## src/rtl/soi_obs_pkg.sv

```systemverilog
// Shared constants and event record type for the SOI observation/capture path.
package soi_obs_pkg;

    localparam int SOI_W_DEF  = 1;
    localparam int TS_W_DEF   = 32;
    localparam int DEPTH_DEF  = 16;
    localparam int DROP_W_DEF = 16;

    // Default-width event record; modules with overridden widths build their own.
    typedef struct packed {
        logic [TS_W_DEF-1:0]  ts;
        logic [SOI_W_DEF-1:0] value;
    } soi_evt_t;

endpackage

```

## src/rtl/soi_evt_fifo.sv

```systemverilog
// Synchronous show-ahead FIFO: head entry is held in a register, so dout is
// valid the cycle after the push that made it the head.
module soi_evt_fifo #(
    parameter int W     = 33,
    parameter int DEPTH = 16
) (
    input  logic                     clk,
    input  logic                     rst,
    input  logic                     push,
    input  logic                     pop,
    input  logic [W-1:0]             din,
    output logic [W-1:0]             dout,
    output logic                     valid,
    output logic [$clog2(DEPTH):0]   count,
    output logic                     drop
);

    localparam int AW = $clog2(DEPTH);

    logic [W-1:0]  mem [DEPTH];
    logic [AW:0]   wr_reg, rd_reg;
    logic [AW:0]   wr_next, rd_next, count_next;
    logic [W-1:0]  dout_reg;
    logic          full, pop_ok, push_ok;
    logic          load_head, head_from_din;
    logic [AW-1:0] head_idx;

    always_comb begin
        count      = wr_reg - rd_reg;
        valid      = (count != '0);
        full       = (count == (AW+1)'(DEPTH));
        pop_ok     = pop && valid;
        // A full FIFO still accepts a push when the head leaves on the same edge.
        push_ok    = push && (!full || pop_ok);
        drop       = push && !push_ok;
        wr_next    = wr_reg + (AW+1)'(push_ok);
        rd_next    = rd_reg + (AW+1)'(pop_ok);
        count_next = wr_next - rd_next;
        head_idx   = rd_next[AW-1:0];
        load_head  = (count_next != '0) && (pop_ok || !valid);
        // The new head is the word being written this edge only when it lands at head_idx.
        head_from_din = push_ok && (head_idx == wr_reg[AW-1:0]);
    end

    always_ff @(posedge clk) begin
        if (push_ok) begin
            mem[wr_reg[AW-1:0]] <= din;
        end
    end

    always_ff @(posedge clk) begin
        if (rst) begin
            wr_reg   <= '0;
            rd_reg   <= '0;
            dout_reg <= '0;
        end else begin
            wr_reg <= wr_next;
            rd_reg <= rd_next;
            if (load_head) begin
                dout_reg <= head_from_din ? din : mem[head_idx];
            end
        end
    end

    assign dout = dout_reg;

endmodule

```

## src/rtl/soi_event_capture.sv

```systemverilog
// Samples an observed signal each clock and queues every value change with
// its timestamp; events that find the queue full are counted instead.
module soi_event_capture
    import soi_obs_pkg::*;
#(
    parameter int SOI_W  = SOI_W_DEF,
    parameter int TS_W   = TS_W_DEF,
    parameter int DEPTH  = DEPTH_DEF,
    parameter int DROP_W = DROP_W_DEF
) (
    input  logic                     clk,
    input  logic                     rst,
    input  logic [SOI_W-1:0]         soi,
    input  logic                     enable,
    output logic                     evt_valid,
    input  logic                     evt_ready,
    output logic [TS_W-1:0]          evt_ts,
    output logic [SOI_W-1:0]         evt_value,
    output logic [$clog2(DEPTH):0]   evt_count,
    output logic [DROP_W-1:0]        drop_count
);

    typedef struct packed {
        logic [TS_W-1:0]  ts;
        logic [SOI_W-1:0] value;
    } evt_t;

    logic [TS_W-1:0]   ts_reg;
    logic [SOI_W-1:0]  prev_reg;
    logic              armed_reg;
    logic [DROP_W-1:0] drop_reg;
    logic              change, fifo_drop;
    evt_t              push_evt, head_evt;

    assign change   = enable && armed_reg && (soi != prev_reg);
    assign push_evt = '{ts: ts_reg, value: soi};

    always_ff @(posedge clk) begin
        if (rst) begin
            ts_reg    <= '0;
            prev_reg  <= '0;
            armed_reg <= 1'b0;
            drop_reg  <= '0;
        end else begin
            ts_reg <= ts_reg + TS_W'(1);
            // Arming snapshots the current value so enabling never emits an event.
            if (!enable) begin
                armed_reg <= 1'b0;
            end else if (!armed_reg || change) begin
                armed_reg <= 1'b1;
                prev_reg  <= soi;
            end
            if (fifo_drop && !(&drop_reg)) begin
                drop_reg <= drop_reg + DROP_W'(1);
            end
        end
    end

    soi_evt_fifo #(
        .W     ($bits(evt_t)),
        .DEPTH (DEPTH)
    ) u_fifo (
        .clk   (clk),
        .rst   (rst),
        .push  (change),
        .pop   (evt_ready),
        .din   (push_evt),
        .dout  (head_evt),
        .valid (evt_valid),
        .count (evt_count),
        .drop  (fifo_drop)
    );

    assign evt_ts     = head_evt.ts;
    assign evt_value  = head_evt.value;
    assign drop_count = drop_reg;

endmodule

```

## config.mk

```make
export PLATFORM = sky130hd
export DESIGN_NAME = soi_event_capture
export DESIGN_NICKNAME = d
export VERILOG_FILES = /design/src/rtl/soi_obs_pkg.sv /design/src/rtl/soi_evt_fifo.sv /design/src/rtl/soi_event_capture.sv
export SDC_FILE = /design/constraint.sdc
export NUM_CORES = 1
export LEC_CHECK = 0
export ABC_CLOCK_PERIOD_IN_PS = 10500
export CELL_PAD_IN_SITES_DETAIL_PLACEMENT = 0
export CELL_PAD_IN_SITES_GLOBAL_PLACEMENT = 1
export CORE_MARGIN = 5
export CORE_UTILIZATION = 57
export DETAILED_ROUTE_END_ITERATION = 12
export PLACE_DENSITY = 0.81
export SLEW_MARGIN = 20
export SYNTH_ARGS = -nofsm -noshare
export SYNTH_HDL_FRONTEND = slang
export SYNTH_SLANG_ARGS = --single-unit
```

## constraint.sdc

```tcl
create_clock -name clk -period 10.5 [get_ports clk]
set_input_delay 2.1 -clock clk [delete_from_list [all_inputs] [get_ports clk]]
set_output_delay 2.1 -clock clk [all_outputs]
set_load 0.005 [all_outputs]
```

# == Word-level counts from Yosys, hierarchy flattened ==
# Memory sizes are Yosys's and may differ from the RTL's. A register that Yosys moved wholly into a read port is not among the register bits.
# Cells that the tools add are included.
# totals
reg_bits,60
ram_bits,528
input_bits,5
output_inout_bits,55
n_memories,1
# classes
add_sub_neg,6
eq_ne,2
n_mux,2
n_bitwise,1
n_reduce_logical,20
# memory_table
name,depth,width,read_ports,rd_ports_with_merged_regs,write_ports,line_no,source
u_fifo.mem,16,33,1,1,1,soi_evt_fifo.sv:20,logic [W-1:0] mem [DEPTH];
# ops
op,n
$add 32x1->32 const B,1
$add 16x1->16 const B,1
$reduce_and 16->1,1
$add 5x1->5,2
$reduce_bool 5->1,2
$sub 5x5->5,2
$logic_and 1x1->1,7
$eq 5x5->1 const B,1
$logic_not 1->1,5
$logic_or 1x1->1,3
$mux 1,2
$reduce_and 2->1,1
$reduce_or 2->1,1
$ne 1x1->1,1
$not 1->1,1

# == Logic depth before layout (Yosys ltp) ==
# depth
ltp_word,9
ltp_mapped,25
ltp_nobuf,19

# == Cells and area by module ==
# Synthesis repeated with hierarchy kept, for this count alone.
# unflattened
hier_cells,1423
hier_area_um2,25206.7
# by_module_without_submodules
module,instances,cells_each,area_each_um2
soi_evt_fifo,1,1154,22875.7
soi_event_capture,1,269,2331.0

# == Least setup slack after synthesis ==
# OpenSTA, ideal clock, no wires.
# synth_timing
path_kind,input -> register
startpoint,input port soi
endpoint,memory u_fifo.mem[10][0] (enable)
arrival_time_ns,6.253
required_ns,9.982
slack_ns,3.728
cell_stages,5
path_buffers,1
path_cell_list,xor2_1 > and3_1 > o21ai_0 > clkbuf_1 > nor4b_1
# synth_via
elab_chain_cells,5
# synth_lines
item,line_no,source
"start, declared",soi_event_capture.sv:13,"input logic [SOI_W-1:0] soi,"
$ne 1x1->1,soi_event_capture.sv:35,assign change = enable && armed_reg && (soi != prev_reg);
$logic_and 1x1->1,soi_event_capture.sv:35,
$logic_and 1x1->1,soi_evt_fifo.sv:34,push_ok = push && (!full || pop_ok);
$mux 1,soi_evt_fifo.sv:46,if (push_ok) begin
$mux 1 (not written as such),soi_evt_fifo.sv:47,mem[wr_reg[AW-1:0]] <= din;
"end, declared",soi_evt_fifo.sv:20,
# No other way between the ends.

# == Worst setup path after layout ==
# layout_timing
startpoint,register u_fifo.wr_reg[0]
endpoint,"register u_fifo.dout_reg[19] (netlist: u_fifo.dout[19]), read port of u_fifo.mem"
# layout_via
elab_chain_cells,9
word_cells_on_any_way,14
cone_classes,4 x add/sub; 1 x eq/ne; 9 x reduce/logical
# layout_lines
item,line_no,source
"start, declared",soi_evt_fifo.sv:21,"logic [AW:0] wr_reg, rd_reg;"
"start signal, assigned",soi_evt_fifo.sv:57,wr_reg <= wr_next;
$sub 5x5->5,soi_evt_fifo.sv:29,count = wr_reg - rd_reg;
$eq 5x5->1 or $reduce_bool 5->1 (tied branches),"soi_evt_fifo.sv:31, soi_evt_fifo.sv:30",
$logic_not 1->1 or $logic_and 1x1->1 (tied branches),"soi_evt_fifo.sv:34, soi_evt_fifo.sv:32",
$logic_or 1x1->1,soi_evt_fifo.sv:34,
$logic_and 1x1->1,soi_evt_fifo.sv:34,
$add 5x1->5,soi_evt_fifo.sv:36,wr_next = wr_reg + (AW+1)'(push_ok);
$sub 5x5->5,soi_evt_fifo.sv:38,count_next = wr_next - rd_next;
$reduce_bool 5->1,soi_evt_fifo.sv:40,load_head = (count_next != '0) && (pop_ok || !valid);
$logic_and 1x1->1,soi_evt_fifo.sv:40,
"end, declared",soi_evt_fifo.sv:23,logic [W-1:0] dout_reg;
# Several ways; a longest one is shown, not always the timed one.
# A chain may end at the register's enable or synchronous reset.

==> impl_metrics.tcl <==
set metrics [dict create \
    cp-end-kind "flop" \
    hold_depth 2 \
    r2r-start "u_fifo.wr_reg[0]" \
    antenna_found_initial 0 \
    synth_top_area_frac 0.646 \
    drc_errors 0 \
    fin_crit_sh 0.677 \
    wirelength_um 53600 \
    synth.most_common_cell "edfxtp_1" \
    crit_path_max_fanout 67 \
    cts_buffers 59 \
    p_per_area_nw_per_um2 245 \
    cts_hold_buf 0 \
    min_period_ns 7.11 \
    worst_pin_slew_ns 0.979 \
    rsz0062_at_grt "no" \
    finClkSkew_ns 0.0111 \
    syn-num-nets 1497 \
    synthTopCellsByCount "edfxtp_1, nand2_1, mux4_2, dfxtp_1, nor2_1" \
    diodes 0 \
    yosys-top-cells-area "edfxtp_1, mux4_2, dfxtp_1" \
    p_leak_nw 9.07 \
    cts_root_buf "clkbuf_16" \
    hold_start "drop_count[4]" \
    preCtsSetupSlack_ns 2.91 \
    hold_viol 0 \
    netlist_area_um2 24600 \
    drv_cap 0 \
    drt_iter0_drc 1358 \
    yosysTopAreaCell "edfxtp_1" \
    design.core.area_um2 42900 \
    cts_setup_buffers 0 \
    port_buffers 59 \
    largest_reg_flops 528 \
    vias 13300 \
    die_h_um 218 \
    drive_above_1_share 0.182 \
    total_power_w 0.00682 \
    syn_inst 1476 \
    ys_seq_elements 621 \
    path_class "reg -> reg" \
    antenna_left 0 \
    routedWlPerCell_um 24.6 \
    num_rows 76 \
    io_pins 60 \
    synth_flop_cell "edfxtp_1" \
    grt_overflow 0 \
    cts_tree "built" \
    grt_pass1_wl_um 81900 \
    placed_area_um2 25900 \
    first_pass_iters 5 \
    tns_ns 0 \
    fin_ws_ns 3.39 \
    crit_path_start "u_fifo.wr_reg[0]" \
    die_area_um2 47300 \
    area_growth_pct 13.3 \
    synthDistinctLibCells 50 \
    syn_avg_cell_area_um2 16.6 \
    cts-resized-gates 0 \
    cts_max_level 2 \
    startpoint_type "flop" \
    design_area_um2 27800 \
    setup_viol_count_final 0 \
    fill_cells 2962 \
    min_path_type "reg -> reg" \
    hpwl_um 25600 \
    synth_edf_count 528 \
    worst_r2r_path_depth 21 \
    outcome "finished clean" \
    clock-sinks 621 \
    grt_pass1_vias 13200 \
    viasPerCell 6.10 \
    initial_core_util 0.572 \
    slew_viol_final 0 \
    fin_nets 1562 \
    cp.arrival_ns 7.62 \
    relSlewSlack 0.347 \
    ys.warnings.count 0 \
    fmax_mhz 141 \
    peakVddDrop_uv 353 \
    ys_seq_area_frac 0.722 \
    clock_latency_ns 0.61 \
    multiInputGateArea_um2 6590 \
    gp_congestion 0.763 \
    grt_max_degree 96 \
    fp.dieW_um 218 \
    clk_pin_slew_ns 0.06 \
    clk_path_buf_depth 3 \
    synthArstFlopShare 0 \
    required_ns 11.01 \
    grt_usage 0.230 \
    final_core_util 0.648 \
    regArea_um2 17700 \
]
## critical path, stage by stage, from the launching register on
cell       delay [ns]
dfxtp_1          0.50
inv_1            0.11
ha_1             0.22
fa_1             0.42
xnor2_1          0.16
or3_1            0.33
a211o_1          0.30
a211o_1          0.33
and2_1           0.22
ha_4             0.18
ha_4             0.17
xor2_4           0.11
buf_4            0.77
inv_2            0.47
ha_1             0.47
a221oi_1         0.35
xor2_1           0.11
nand4_1          0.17
a2bb2oi_4        0.64
buf_4            0.60
nor2_1           0.08
a311oi_1         0.28
## routing by layer
layer / routed length [um] / track usage / vias to the layer above
li1: - / - / 5882
met1: 22700 / 0.341 / 6821
met2: 25700 / 0.371 / 513
met3: 4200 / 0.0323 / 68
met4: 980 / 0.0541 / 0
met5: 0 / 0 / -
## final timing paths
kind | slack [ns] | endpoint
setup / recovery | 3.39 | u_fifo.dout[19]
hold / removal | 0.49 | drop_count[4]
setup reg to reg | 3.39 | u_fifo.dout[19]
hold reg to reg | 0.49 | drop_count[4]
## report_power, final
group          total [W]  switching [W]  internal [W]
clock network    0.00203       0.000898       0.00113
registers        0.00276      0.0000558       0.00271
logic            0.00203       0.000955       0.00108
total            0.00682        0.00191       0.00491
## metrics by stage
step	cells	hold WS, ns
global route	2177	0.515
global placement	2065	0.469
detailed placement	2065	0.479
CTS	2177	0.487
floorplan	1476	0.477
finish	2177	0.487
## kinds of logic after synthesis
logic type               Yosys count  share of synthesized area
flip-flops                       621                      0.722
multiplexers                     137                      0.123
buffers and inverters            107                     0.0171
adder cells (fa/ha/maj)           16                    0.00846
XOR/XNOR                          43                     0.0153
AND/OR/NAND/NOR                  438                     0.0805
AO/OA/AOI/OAI                    114                     0.0337
## final cells by class
class,count,share of cell area
clock inverter,36,0.00949
clock buffer,76,0.0576
tap,585,0.0263
inverter,23,0.00310
timing repair buffer,88,0.0294
multi-input combinational,748,0.237
sequential,621,0.637
## placed cells by master (no fill, tap or decap), types with 3 or more instances in the layout
cell type | Yosys | layout
edfxtp_1 | 528 | 528
nand2_1 | 216 | 216
mux4_2 | 132 | 132
dfxtp_1 | 93 | 93
nor2_1 | 78 | 78
clkbuf_16 | 0 | 60
nand3_1 | 58 | 58
clkdlybuf4s50_1 | 0 | 58
o211ai_1 | 33 | 33
a311oi_1 | 33 | 33
xor2_1 | 31 | 30
buf_4 | 0 | 29
inv_1 | 22 | 22
a21oi_1 | 19 | 19
clkinv_2 | 0 | 14
ha_1 | 15 | 13
clkbuf_1 | 61 | 12
xnor2_1 | 12 | 11
o21ai_0 | 12 | 11
and3_1 | 11 | 11
nor2b_1 | 10 | 10
or3_1 | 10 | 10
nand4_1 | 9 | 9
clkinv_1 | 1 | 8
clkinvlp_4 | 0 | 7
nor3_2 | 0 | 6
nor3_1 | 12 | 6
o31ai_1 | 6 | 6
nor4b_2 | 1 | 5
nor4_2 | 0 | 5
or4_1 | 5 | 5
and4_1 | 4 | 4
mux2_2 | 4 | 4
clkbuf_8 | 0 | 4
nand4b_1 | 3 | 3
and2_1 | 3 | 3
a31o_2 | 3 | 3
(Power assumes the default switching activity.)
